File: src/rtl/gpu_arb_pkg.sv
// Shared types and constants for the GPU RAM arbiter.
package gpu_arb_pkg;

  localparam int unsigned NUM_PORTS  = 3;
  localparam int unsigned PORT_Z80   = 0;
  localparam int unsigned PORT_RS232 = 1;
  localparam int unsigned PORT_AUX   = 2;

  typedef logic [1:0] port_id_t;

  // Read tag carried through the return pipeline.
  typedef struct packed {
    logic     valid;
    port_id_t id;
  } tag_t;

  // Round-robin successor: 0 -> 1 -> 2 -> 0.
  function automatic port_id_t next_port(port_id_t p);
    return (p == port_id_t'(NUM_PORTS - 1)) ? port_id_t'(0) : p + port_id_t'(1);
  endfunction

  function automatic logic [NUM_PORTS-1:0] port_onehot(port_id_t id);
    logic [NUM_PORTS-1:0] oh;
    oh     = '0;
    oh[id] = 1'b1;
    return oh;
  endfunction

endpackage

File: src/rtl/gpu_ram_arbiter_if.sv
// Host-side request bus plus GPU RAM port of the arbiter.
interface gpu_ram_arbiter_if
  import gpu_arb_pkg::*;
#(
  parameter int unsigned ADDR_W = 20
);
  logic [NUM_PORTS-1:0]        req;
  logic [NUM_PORTS-1:0]        we;
  logic [NUM_PORTS*ADDR_W-1:0] addr;
  logic [NUM_PORTS*8-1:0]      wdata;
  logic [NUM_PORTS-1:0]        busy;
  logic [NUM_PORTS-1:0]        rd_rdy;
  logic [7:0]                  rd_data;
  logic [7:0]                  gpu_data_in;
  logic [ADDR_W-1:0]           gpu_address;
  logic [7:0]                  gpu_data_out;
  logic                        gpu_wr_ena;

  // Requesters and RAM model side.
  modport master (
    output req, we, addr, wdata, gpu_data_in,
    input  busy, rd_rdy, rd_data, gpu_address, gpu_data_out, gpu_wr_ena
  );

  // Arbiter side.
  modport slave (
    input  req, we, addr, wdata, gpu_data_in,
    output busy, rd_rdy, rd_data, gpu_address, gpu_data_out, gpu_wr_ena
  );
endinterface

File: src/rtl/gpu_arb_rd_pipe.sv
// Read tag delay line: a tag pushed at the issue edge returns DELAY_CYCLES
// edges later, where the RAM byte is captured and the owner is pulsed.
module gpu_arb_rd_pipe
  import gpu_arb_pkg::*;
#(
  parameter int unsigned DELAY_CYCLES = 2
) (
  input  logic                 clk,
  input  logic                 reset,
  input  tag_t                 push,
  input  logic [7:0]           gpu_data_in,
  output tag_t                 ret,
  output logic [NUM_PORTS-1:0] rd_rdy,
  output logic [7:0]           rd_data
);

  tag_t stage_q [DELAY_CYCLES];

  assign ret = stage_q[DELAY_CYCLES-1];

  // Shift tags and capture the returning byte for its owner.
  always_ff @(posedge clk) begin
    if (reset) begin
      for (int i = 0; i < DELAY_CYCLES; i++) stage_q[i] <= '0;
      rd_rdy  <= '0;
      rd_data <= '0;
    end else begin
      stage_q[0] <= push;
      for (int i = 1; i < DELAY_CYCLES; i++) stage_q[i] <= stage_q[i-1];
      rd_rdy <= ret.valid ? port_onehot(ret.id) : '0;
      if (ret.valid) rd_data <= gpu_data_in;
    end
  end

endmodule

File: src/rtl/gpu_ram_arbiter.sv
// Three-port arbiter for the single GPU RAM access port.
// Optional macro GPU_ARB_ROUND_ROBIN_EN selects round-robin grant instead of
// fixed priority 0 > 1 > 2.
module gpu_ram_arbiter
  import gpu_arb_pkg::*;
#(
  parameter int unsigned ADDR_W       = 20,
  parameter int unsigned DELAY_CYCLES = 2
) (
  input logic              clk,
  input logic              reset,
  gpu_ram_arbiter_if.slave bus
);

  logic [NUM_PORTS-1:0] pend_q, pend_d, busy_q, busy_d, we_q, accept;
  logic [ADDR_W-1:0]    addr_q  [NUM_PORTS];
  logic [7:0]           wdata_q [NUM_PORTS];
  logic [ADDR_W-1:0]    gpu_address_q;
  logic [7:0]           gpu_data_out_q;
  logic                 gpu_wr_ena_q;
  logic                 gnt_valid;
  port_id_t             gnt_id;
  tag_t                 push, ret;

  assign accept = bus.req & ~busy_q;

`ifdef GPU_ARB_ROUND_ROBIN_EN
  port_id_t ptr_q;

  // Search pending slots starting after the last granted port.
  always_comb begin
    port_id_t cand;
    gnt_valid = 1'b0;
    gnt_id    = '0;
    cand      = next_port(ptr_q);
    for (int k = 0; k < NUM_PORTS; k++) begin
      if (!gnt_valid && pend_q[cand]) begin
        gnt_valid = 1'b1;
        gnt_id    = cand;
      end
      cand = next_port(cand);
    end
  end

  // Last-grant pointer moves only when something is granted.
  always_ff @(posedge clk) begin
    if (reset) ptr_q <= port_id_t'(NUM_PORTS - 1);
    else if (gnt_valid) ptr_q <= gnt_id;
  end
`else
  // Fixed priority: lowest pending port index wins.
  always_comb begin
    gnt_valid = 1'b0;
    gnt_id    = '0;
    for (int k = NUM_PORTS - 1; k >= 0; k--) begin
      if (pend_q[k]) begin
        gnt_valid = 1'b1;
        gnt_id    = port_id_t'(k);
      end
    end
  end
`endif

  // Pending/busy next state: grant and return clear, acceptance sets.
  always_comb begin
    pend_d = pend_q;
    busy_d = busy_q;
    if (gnt_valid) begin
      pend_d[gnt_id] = 1'b0;
      if (we_q[gnt_id]) busy_d[gnt_id] = 1'b0;
    end
    if (ret.valid) busy_d[ret.id] = 1'b0;
    pend_d = pend_d | accept;
    busy_d = busy_d | accept;
  end

  // Only reads are tracked through the return pipeline.
  always_comb begin
    push       = '0;
    push.valid = gnt_valid && !we_q[gnt_id];
    push.id    = gnt_id;
  end

  // Slot registers; a busy slot never re-captures, so a granted slot is stable.
  always_ff @(posedge clk) begin
    if (reset) begin
      pend_q <= '0;
      busy_q <= '0;
      we_q   <= '0;
      for (int n = 0; n < NUM_PORTS; n++) begin
        addr_q[n]  <= '0;
        wdata_q[n] <= '0;
      end
    end else begin
      pend_q <= pend_d;
      busy_q <= busy_d;
      for (int n = 0; n < NUM_PORTS; n++) begin
        if (accept[n]) begin
          we_q[n]    <= bus.we[n];
          addr_q[n]  <= bus.addr[n*ADDR_W +: ADDR_W];
          wdata_q[n] <= bus.wdata[n*8 +: 8];
        end
      end
    end
  end

  // RAM port registers; address and data hold when nothing is granted.
  always_ff @(posedge clk) begin
    if (reset) begin
      gpu_address_q  <= '0;
      gpu_data_out_q <= '0;
      gpu_wr_ena_q   <= 1'b0;
    end else begin
      gpu_wr_ena_q <= gnt_valid && we_q[gnt_id];
      if (gnt_valid) begin
        gpu_address_q  <= addr_q[gnt_id];
        gpu_data_out_q <= wdata_q[gnt_id];
      end
    end
  end

  gpu_arb_rd_pipe #(
    .DELAY_CYCLES (DELAY_CYCLES)
  ) u_rd_pipe (
    .clk         (clk),
    .reset       (reset),
    .push        (push),
    .gpu_data_in (bus.gpu_data_in),
    .ret         (ret),
    .rd_rdy      (bus.rd_rdy),
    .rd_data     (bus.rd_data)
  );

  assign bus.busy         = busy_q;
  assign bus.gpu_address  = gpu_address_q;
  assign bus.gpu_data_out = gpu_data_out_q;
  assign bus.gpu_wr_ena   = gpu_wr_ena_q;

endmodule

File: src/flat_wrapper.sv
// flat-port wrapper written by rule: the top's interface ports become plain ports
module gpu_ram_arbiter_flat import gpu_arb_pkg::*;
#(
  parameter int unsigned ADDR_W       = 20,
  parameter int unsigned DELAY_CYCLES = 2
)
  (clk, reset, bus_req, bus_we, bus_addr, bus_wdata, bus_gpu_data_in, bus_busy, bus_rd_rdy, bus_rd_data, bus_gpu_address, bus_gpu_data_out, bus_gpu_wr_ena);
  gpu_ram_arbiter_if #(.ADDR_W(ADDR_W)) bus_i ();
  input logic clk;
  input logic reset;
  input wire logic [$bits(bus_i.req)-1:0] bus_req;
  input wire logic [$bits(bus_i.we)-1:0] bus_we;
  input wire logic [$bits(bus_i.addr)-1:0] bus_addr;
  input wire logic [$bits(bus_i.wdata)-1:0] bus_wdata;
  input wire logic [$bits(bus_i.gpu_data_in)-1:0] bus_gpu_data_in;
  output wire logic [$bits(bus_i.busy)-1:0] bus_busy;
  output wire logic [$bits(bus_i.rd_rdy)-1:0] bus_rd_rdy;
  output wire logic [$bits(bus_i.rd_data)-1:0] bus_rd_data;
  output wire logic [$bits(bus_i.gpu_address)-1:0] bus_gpu_address;
  output wire logic [$bits(bus_i.gpu_data_out)-1:0] bus_gpu_data_out;
  output wire logic [$bits(bus_i.gpu_wr_ena)-1:0] bus_gpu_wr_ena;
  assign bus_i.req = bus_req;
  assign bus_i.we = bus_we;
  assign bus_i.addr = bus_addr;
  assign bus_i.wdata = bus_wdata;
  assign bus_i.gpu_data_in = bus_gpu_data_in;
  assign bus_busy = bus_i.busy;
  assign bus_rd_rdy = bus_i.rd_rdy;
  assign bus_rd_data = bus_i.rd_data;
  assign bus_gpu_address = bus_i.gpu_address;
  assign bus_gpu_data_out = bus_i.gpu_data_out;
  assign bus_gpu_wr_ena = bus_i.gpu_wr_ena;
  gpu_ram_arbiter #(.ADDR_W(ADDR_W), .DELAY_CYCLES(DELAY_CYCLES)) u_core (.clk(clk), .reset(reset), .bus(bus_i));
endmodule
File: config.mk
export PLATFORM = sky130hd
export DESIGN_NAME = gpu_ram_arbiter_flat
export DESIGN_NICKNAME = d
export VERILOG_FILES = /design/src/rtl/gpu_arb_pkg.sv /design/src/rtl/gpu_ram_arbiter_if.sv /design/src/rtl/gpu_arb_rd_pipe.sv /design/src/rtl/gpu_ram_arbiter.sv /design/src/flat_wrapper.sv
export SDC_FILE = /design/constraint.sdc
export NUM_CORES = 1
export LEC_CHECK = 0
export BUFFER_PORTS_ARGS = -buffer_cell sky130_fd_sc_hd__buf_4
export CORE_MARGIN = 4
export CORE_UTILIZATION = 55
export CTS_BUF_LIST = sky130_fd_sc_hd__clkbuf_2 sky130_fd_sc_hd__clkbuf_4 sky130_fd_sc_hd__clkbuf_8
export CTS_CLUSTER_DIAMETER = 60
export DETAILED_ROUTE_END_ITERATION = 7
export MAX_ROUTING_LAYER = met4
export PLACE_DENSITY = 0.82
export SYNTH_ARGS = -nofsm -noshare
export SYNTH_HDL_FRONTEND = slang
export SYNTH_SLANG_ARGS = --single-unit
File: constraint.sdc
create_clock -name clk -period 2.4 [get_ports clk]
set_clock_uncertainty 0.2 [all_clocks]
set_input_delay 0.24 -clock clk [delete_from_list [all_inputs] [get_ports clk]]
set_output_delay 0.24 -clock clk [all_outputs]
set_load 0.05 [all_outputs]
==> results of run 1 <==
## metal layers
layer,share of wire,track usage,vias to the layer above
li1,-,-,2031
met1,0.37,0.313,2117
met2,0.53,0.492,213
met3,0.062,0.0466,48
met4,0.038,0.139,0
met5,0,-,-
## worst max-delay path, delay by kind of cell, from the launching register on
kind	cells	cell delay [ns]
AO/OA/AOI/OAI	1	0.36
flip-flops	1	0.32
buffers and inverters	1	0.52
AND/OR/NAND/NOR	2	0.43
## cell usage after synthesis (all sizes together) (2+ instances only)
cell type | n | area share
o211ai | 2 | 0.0027
o31ai | 27 | 0.036
nand3b | 3 | 0.0041
nand2 | 32 | 0.022
a221oi | 28 | 0.045
dfxtp | 55 | 0.20
mux2i | 11 | 0.020
o21ai | 2 | 0.0018
nand2b | 7 | 0.0079
clkbuf | 6 | 0.0041
nor2 | 14 | 0.0095
buf | 28 | 0.035
a21oi | 5 | 0.0045
nor2b | 33 | 0.039
edfxtp | 84 | 0.45
and2 | 84 | 0.095
nor3 | 5 | 0.0045
## state kept, by name, summed over array words and instances (netlist names)
name,count
u_core.bus.gpu_wr_ena,1
u_core.u_rd_pipe.rd_data,8
u_core.bus.gpu_address,20
u_core.u_rd_pipe.rd_rdy,3
u_core.bus.gpu_data_out,8
u_core.pend_q,3
u_core.bus.busy,3
u_core.we_q,3
u_core.addr_q,60
u_core.u_rd_pipe.stage_q,6
u_core.wdata_q,24
## stage by stage
stage	instance area [um^2]	total power [W]
after floorplan	5560	0.00342
after global placement	6720	0.00372
after detailed placement	6720	0.00375
after CTS	8070	0.00571
after global routing	8070	0.00595
final	8070	0.00575
## worst paths after layout
path / to / depth (start not counted) / slack (ns) / start
min reg2reg: u_core.u_rd_pipe.stage_q[0][4]$_SDFF_PP0_ / 1 / 0.24 / u_core.u_rd_pipe.stage_q[0][1]$_SDFF_PP0_
min: u_core.pend_q[0]$_SDFF_PP0_ / 2 / 0.03 / reset
max reg2reg: u_core.addr_q[0][18]$_SDFFCE_PP0P_ / 4 / 0.39 / u_core.bus.busy[0]$_SDFF_PP0_
max: u_core.addr_q[0][18]$_SDFFCE_PP0P_ / 4 / 0.39 / u_core.bus.busy[0]$_SDFF_PP0_
## power groups by stage
stage          Clock, W  Sequential (W)  Combinational (W)
2_1_floorplan         0         0.00309           0.000333
3_3_place_gp          0         0.00290           0.000822
3_5_place_dp          0         0.00291           0.000842
4_1_cts         0.00189         0.00286           0.000967
5_1_grt         0.00201         0.00288            0.00105
6_report        0.00190         0.00287           0.000989
## what timing repair did
action                    in CTS  in global routing
gates resized for setup        0                  0
setup buffers                  0                  0
hold endpoints to repair      95                  0
hold buffers                  95                  0
## cells by family after synthesis
kind of cell,Yosys count
and+or+nand+nor,182
DFF,139
AOI/OAI and AO/OA,68
buffers and inverters,35
muxes,11
## area by class of cell
class	instances	area share
flip-flops and latches	139	0.449
clock buffers	20	0.0318
repair buffers	251	0.266
inverters	1	0.000465
multi-input cells	261	0.214
diodes	1	0.000310
clock inverters	12	0.0174
well taps	133	0.0206
==> run_results.csv, run 1 <==
group,metric,value,unit
run_status,status,"complete, no violations",
clock_network,insertion_delay,0.43,ns
global_routing,antenna_found_initial,1,
timing,min_period_over_period,0.839,
timing,slew_headroom,0.498,
finish,stdcell_count,818,
finish,area.growth.synth_to_final,45.2,%
timing,timing.hold.ws,0.0301,ns
power_and_ir_drop,powerDensity,713,mW/mm^2
timing,finalSetupViolations,0,
route,route.detailed.drc,0,
yosys,synth_xor_area_frac,0,
place,dp_hpwl,8010,um
route,viasPerCell,5.39,
yosys,synthAdderAreaFrac,0,
clock_network,cts_tree,"built",
clock_network,path_clk_slew,0.08,ns
place,gp_congestion,0.773,
clock_network,clockBufferDepth,2,
timing,worst_slew_pin_slew,0.751,ns
route,ant_nets,0,
yosys,synth_top_family_by_area,"simple AND/OR/NAND/NOR gates",
finish,fillers,536,
yosys,synth_simple_gate_area_frac,0.191,
power_and_ir_drop,p_leak,3.27,nW
yosys,synth_cell_types,31,
critical_path,cp-start-kind,"register",
route,initialDrtViolationCount,276,
critical_path,crit_fanout,69,
yosys,synth_compound_area_frac,0.0968,
finish,final_util,0.822,
clock_network,clk_root_buffer_cell,"clkbuf_8",
critical_path,cp.arrival,2.09,ns
power_and_ir_drop,p_sw_frac,0.274,
timing,slew_violations,0,
timing,rsz0062_at_grt,"false",
yosys,avgSynthCellArea,12.8,um^2
finish,drive_gt1_frac,0.291,
critical_path,endpoint_kind,"register",
die,die_y,109,um
route,routedWlPerCell,19.1,um
run,maxCapViolCount,0,
yosys,syn-num-nets,535,
power_and_ir_drop,ir_drop,485,uV
power_and_ir_drop,clkPwrFrac,0.330,
yosys,ys.flop_type,"edfxtp_1",
finish,final_cell_mix,"buf_4, dlygate4sd3_1, and2_1, edfxtp_1, dfxtp_1",
global_routing,globalRouteTotalUtil,0.282,
global_routing,grt_pass1_vias,4827,
power_and_ir_drop,power.internal,0.00418,W
min_path,hp-class,"primary input to register",
finish,seq_area,0.00363,mm^2
die,rows,36,
finish,final_nets,771,
place,pre_cts_ws,0.452,ns
finish,final_common_cell,"buf_4",
timing,hold_viol_final,0,
die,coreArea,0.00982,mm^2
power_and_ir_drop,seqPwrFrac,0.498,
timing,fin_setup_tns,0,ns
global_routing,grt_pass1_wl,24200,um
finish,multi_input_area,0.00173,mm^2
route,vias,4409,
yosys,async_reset_ff_frac,0,
clock_network,htreeDepth,4,
critical_path,crit_chain,"nand2b_1 > a31oi_4 > buf_4 > and2_1",
die,die-area,0.0118,mm^2
yosys,synth.area.mux_share,0.0198,
critical_path,cp_slowest_cell,"buf_4",
yosys,yosys_warnings,0,
yosys,synth_edf_count,84,
route,routed_wl,15600,um
critical_path,required,2.48,ns
clock_network,cts_buffers,17,
critical_path,slowest_delay,0.52,ns
place,dp_cells,690,
die,die_w,109,um
timing,clock.fmax,497,MHz
power_and_ir_drop,p_switching,0.00158,W
power_and_ir_drop,combPwrFrac,0.172,
route,drt_pass1_iterations,5,
die,ioPinCount,143,
critical_path,critPathKind,"register to register",
yosys,yosysSeqAreaShare,0.652,
timing,finalWorstPathRequiredPeriod,2.01,ns
yosys,netlist_area,0.00556,mm^2
timing,setup_ws,0.387,ns
die,start_util,0.566,
clock_network,cts.sinks,139,
global_routing,overflow,0,
yosys,ys_seq_elements,139,
global_routing,grt_max_degree,70,
place,portBuffers,142,
yosys,syn-instance-count,435,
No activity file was read; power rests on OpenSTA's default activity.
==> inputs of run 2 (changes only) <==
Clock period 2.4 ns to 2.11 ns, I/O delays scaled along.
==> run 2 against run 1 <==
Net effect:
- sequential cell count is the same
- sequential power grew 14%
- critical path depth down 1
- register-to-register slack worse by 0.15 ns
- final area is 1.7% higher
- total power up 18%
- wire length decreased by 1.5%
- first-iteration DRC count up 2.2%
- global-route usage down 0.43 points
- utilization increased by 1.4 points
- clock power increased by 26%
- non-clock buffer count grew 3
- largest cell class unchanged
==> run_results.csv, run 2 (synthesized netlist as in run 1, its figures left out) <==
group,metric,value,unit
timing,clock.fmax,533,MHz
critical_path,crit_fanout,12,
route,route.detailed.drc,0,
clock_network,cts_buffers,17,
min_path,hp-class,"primary input to register",
power_and_ir_drop,ir_drop,494,uV
global_routing,grt_pass1_wl,23900,um
die,rows,36,
run,maxCapViolCount,0,
finish,final_nets,774,
power_and_ir_drop,p_sw_frac,0.268,
timing,min_period_over_period,0.889,
clock_network,htreeDepth,4,
timing,fin_setup_tns,0,ns
power_and_ir_drop,combPwrFrac,0.168,
timing,finalWorstPathRequiredPeriod,1.88,ns
power_and_ir_drop,p_leak,3.35,nW
clock_network,cts.sinks,139,
die,die-area,0.0118,mm^2
place,dp_hpwl,8120,um
clock_network,cts_tree,"built",
route,ant_nets,0,
clock_network,insertion_delay,0.43,ns
place,gp_congestion,0.783,
power_and_ir_drop,clkPwrFrac,0.352,
place,placed_area,0.00675,mm^2
finish,design_area,0.00820,mm^2
timing,slew_violations,0,
die,die_y,109,um
clock_network,cts_resized,0,
die,coreArea,0.00982,mm^2
finish,final_cell_mix,"buf_4, dlygate4sd3_1, and2_1, edfxtp_1, dfxtp_1",
clock_network,path_clk_slew,0.08,ns
power_and_ir_drop,p_switching,0.00182,W
route,initialDrtViolationCount,282,
power_and_ir_drop,seqPwrFrac,0.480,
critical_path,cp-start-kind,"register",
route,routed_wl,15400,um
finish,drive_gt1_frac,0.287,
clock_network,clockBufferDepth,2,
finish,regMostFlops,"u_core.addr_q",
critical_path,r2r_slack,0.23,ns
die,die_w,109,um
critical_path,critPathKind,"register to register",
route,routedWlPerCell,18.7,um
critical_path,endpoint_kind,"register",
clock_network,clk_root_buffer_cell,"clkbuf_8",
power_and_ir_drop,power.internal,0.00497,W
global_routing,overflow,0,
timing,rsz0062_at_grt,"false",
timing,finalSetupViolations,0,
critical_path,required,2.23,ns
global_routing,grt_pass1_vias,4673,
global_routing,globalRouteTotalUtil,0.278,
die,ioPinCount,143,
timing,slew_headroom,0.615,
timing,hold_viol_final,0,
critical_path,cp.arrival,1.99,ns
die,start_util,0.566,
power_and_ir_drop,powerDensity,829,mW/mm^2
route,drt_pass1_iterations,6,
route,viasPerCell,5.37,
global_routing,grt_max_degree,85,
run_status,status,"complete, no violations",
finish,area.growth.synth_to_final,47.6,%
finish,largest_register_ffs,60,
finish,final_common_cell,"buf_4",
timing,worst_slew_pin_slew,0.576,ns
route,vias,4407,
global_routing,antenna_found_initial,0,
place,portBuffers,142,
==> run 2: worst max-delay path, stage by stage, from the launching register on <==
cell and delay [ns]:
dfxtp_1 0.69, mux2i_1 0.25, nor2_1 0.06, dlygate4sd3_1 0.57
==> run 2: path summary, 6_finish.rpt <==
check	from	to	cells after the start
hold reg to reg	u_core.u_rd_pipe.stage_q[0][0]$_SDFF_PP0_	u_core.u_rd_pipe.stage_q[0][3]$_SDFF_PP0_	1
setup reg to reg	u_core.u_rd_pipe.stage_q[0][5]$_SDFF_PP0_	u_core.u_rd_pipe.rd_data[3]$_SDFFE_PP0P_	3
setup / recovery	u_core.u_rd_pipe.stage_q[0][5]$_SDFF_PP0_	u_core.u_rd_pipe.rd_data[3]$_SDFFE_PP0P_	3
hold / removal	bus_req[0]	u_core.pend_q[0]$_SDFF_PP0_	3
==> run 2: what timing repair did <==
action | CTS | global route
setup buffers | 0 | 0
endpoints found under the hold margin | 99 | 0
hold buffers | 100 | 0
==> run 2: stage by stage <==
| step | utilization | setup WS, ns | hold WS, ns | std cells | total power [W] |
|---|---|---|---|---|---|
| floorplan | - | 0.0346 | 0.155 | 435 | 0.00389 |
| finish | 0.835 | 0.234 | 0.0213 | 821 | 0.00680 |
| global route | 0.835 | 0.140 | 0.0402 | 820 | 0.00703 |
| CTS | 0.835 | 0.236 | 0.0130 | 820 | 0.00678 |
| detailed placement | 0.688 | 0.394 | 0.226 | 688 | 0.00428 |
| global placement | 0.688 | 0.447 | 0.221 | 688 | 0.00425 |
==> run 2: power by group through the flow <==
| stage | clock [W] | combinational, W | sequential [W] |
|---|---|---|---|
| 2_1_floorplan | 0 | 0.000379 | 0.00351 |
| 3_3_place_gp | 0 | 0.000946 | 0.00330 |
| 3_5_place_dp | 0 | 0.000972 | 0.00331 |
| 4_1_cts | 0.00241 | 0.00112 | 0.00325 |
| 5_1_grt | 0.00253 | 0.00121 | 0.00328 |
| 6_report | 0.00239 | 0.00114 | 0.00326 |
==> run 2: layer usage <==
layer	up-vias	track usage	part of all wire
li1	2041	-	-
met4	0	0.113	0.034
met5	-	-	0
met3	38	0.0615	0.061
met2	208	0.488	0.53
met1	2120	0.305	0.37
==> run 2: cell type report <==
cell class	count	area (um^2)
Fill cell	507	1620
Tap cell	133	166
Timing Repair Buffer	254	2230
Clock inverter	15	211
Clock buffer	17	234
Sequential cell	139	3630
Antenna cell	1	2.50
Multi-Input combinational cell	261	1730
Inverter	1	3.75
==> inputs of run 3 (changes only) <==
Settings changed: ABC_AREA from default to 0, CORE_UTILIZATION 55 to 49, PLACE_DENSITY 0.82 to 0.78.
Clock period 2.11 ns to 1.68 ns, I/O delays scaled along.
==> run 3 against run 2 <==
Net effect:
- sequential cell count unchanged
- utilization down 7.7 points
- clock power up 5%
- count of clock-buffer cells in the layout up 6
- largest cell class unchanged
- largest power group unchanged
- highest routed layer unchanged
==> run_results.csv, run 3 (synthesized netlist as in run 1, its figures left out) <==
group,metric,value,unit
critical_path,crit_fanout,28,
die,die_w,114,um
timing,worst_slew_pin_slew,0.462,ns
critical_path,cp.arrival,1.60,ns
clock_network,cts_buffers,17,
global_routing,antenna_found_initial,0,
run_status,status,"complete, no violations",
run,maxCapViolCount,0,
finish,area.growth.synth_to_final,50.0,%
finish,final_cell_mix,"buf_4, dlygate4sd3_1, and2_1, edfxtp_1, dfxtp_1",
clock_network,insertion_delay,0.43,ns
critical_path,r2r_slack,0.07,ns
critical_path,critPathKind,"primary input to register",
die,ioPinCount,143,
timing,clock.fmax,618,MHz
clock_network,path_clk_slew,0.07,ns
timing,rsz0062_at_grt,"false",
die,die_y,114,um
route,initialDrtViolationCount,284,
route,routed_wl,15400,um
finish,seq_area,0.00364,mm^2
min_path,hp-start,"u_core.u_rd_pipe.stage_q[0][2]$_SDFF_PP0_",
die,rows,38,
finish,largest_register_ffs,60,
critical_path,required,1.66,ns
finish,final_nets,788,
timing,slew_violations,0,
power_and_ir_drop,p_leak,3.42,nW
global_routing,globalRouteTotalUtil,0.241,
power_and_ir_drop,seqPwrFrac,0.503,
route,routedWlPerCell,18.3,um
critical_path,cp-start-kind,"primary input",
route,route.detailed.drc,0,
finish,regMostFlops,"u_core.addr_q",
route,vias,4402,
finish,multi_input_area,0.00176,mm^2
global_routing,overflow,0,
power_and_ir_drop,power,0.00812,W
die,start_util,0.506,
place,dp_hpwl,8610,um
power_and_ir_drop,clkPwrFrac,0.309,
timing,finalWorstPathRequiredPeriod,1.62,ns
route,ant_nets,0,
timing,hold_viol_final,0,
finish,drive_gt1_frac,0.310,
place,portBuffers,142,
timing,min_period_over_period,0.963,
route,drt_pass1_iterations,4,
die,die-area,0.0131,mm^2
timing,slew_headroom,0.691,
global_routing,grt_max_degree,58,
clock_network,htreeDepth,4,
power_and_ir_drop,p_switching,0.00214,W
global_routing,grt_pass1_wl,23400,um
timing,finalSetupViolations,0,
timing,timing.hold.ws,0.240,ns
die,coreArea,0.0110,mm^2
min_path,hp-class,"register to register",
power_and_ir_drop,powerDensity,975,mW/mm^2
timing,fin_setup_tns,0,ns
clock_network,cts_tree,"built",
power_and_ir_drop,power.internal,0.00598,W
power_and_ir_drop,p_sw_frac,0.263,
critical_path,r2r-start,"u_core.bus.busy[0]$_SDFF_PP0_",
clock_network,clk_root_buffer_cell,"clkbuf_8",
critical_path,startpoint,"bus_req[0]",
clock_network,clockBufferDepth,2,
route,viasPerCell,5.23,
global_routing,grt_pass1_vias,4768,
finish,antennaDiodeCount,0,
critical_path,endpoint_kind,"register",
power_and_ir_drop,combPwrFrac,0.189,
place,gp_congestion,0.769,
clock_network,cts.sinks,139,
finish,final_common_cell,"buf_4",
finish,final_util,0.759,
power_and_ir_drop,ir_drop,650,uV
finish,fillers,646,
## run 3: routing by layer
metal | up-vias | global-route usage | wire, um
li1 | 2064 | - | -
met5 | - | - | 0
met4 | 0 | 0.112 | 422
met1 | 2102 | 0.268 | 5950
met3 | 43 | 0.0465 | 914
met2 | 193 | 0.416 | 8120
## run 3: layout make-up
cell class | count | area share
inverter | 1 | 0.000450
tap | 140 | 0.0210
multi-input combinational | 262 | 0.211
clock buffer | 23 | 0.0357
timing repair buffer | 267 | 0.287
sequential | 139 | 0.436
clock inverter | 9 | 0.00841
## run 3: power by group through the flow
stage / registers (W) / logic, W / clock network (W)
global placement: 0.00413 / 0.00122 / 0
global route: 0.00410 / 0.00163 / 0.00269
CTS: 0.00408 / 0.00145 / 0.00253
finish: 0.00408 / 0.00153 / 0.00251
floorplan: 0.00441 / 0.000481 / 0
detailed placement: 0.00414 / 0.00126 / 0
## run 3: critical path, stage by stage
cell	delay, ns
dlygate4sd3_1	0.54
buf_4	0.14
nand2b_4	0.12
a31oi_4	0.11
buf_12	0.16
clkbuf_16	0.19
and2_1	0.17
## run 3: what timing repair did
item	4_1_cts	5_1_grt
endpoints found under the setup margin	27	89
endpoints found under the hold margin	110	0
pin swaps	0	2
hold buffers	99	0
gates cloned	1	2
buffers inserted	0	5
gates resized for setup	2	6
## run 3: path summary, 6_finish.rpt
path | to | depth (start not counted)
min reg2reg | u_core.u_rd_pipe.stage_q[0][5]$_SDFF_PP0_ | 1
min | u_core.u_rd_pipe.stage_q[0][5]$_SDFF_PP0_ | 1
max reg2reg | u_core.addr_q[2][3]$_SDFFCE_PP0P_ | 5
max | u_core.addr_q[2][3]$_SDFFCE_PP0P_ | 7
## run 3: per-stage QoR
| stage | setup slack, ns | cell area (um^2) | instances |
|---|---|---|---|
| 2_1_floorplan | 0.0430 | 5580 | 435 |
| 3_3_place_gp | 0.0468 | 6830 | 702 |
| 3_5_place_dp | -0.109 | 6830 | 702 |
| 4_1_cts | 0.00698 | 8210 | 834 |
| 5_1_grt | 0.0300 | 8330 | 841 |
| 6_report | 0.0618 | 8330 | 841 |
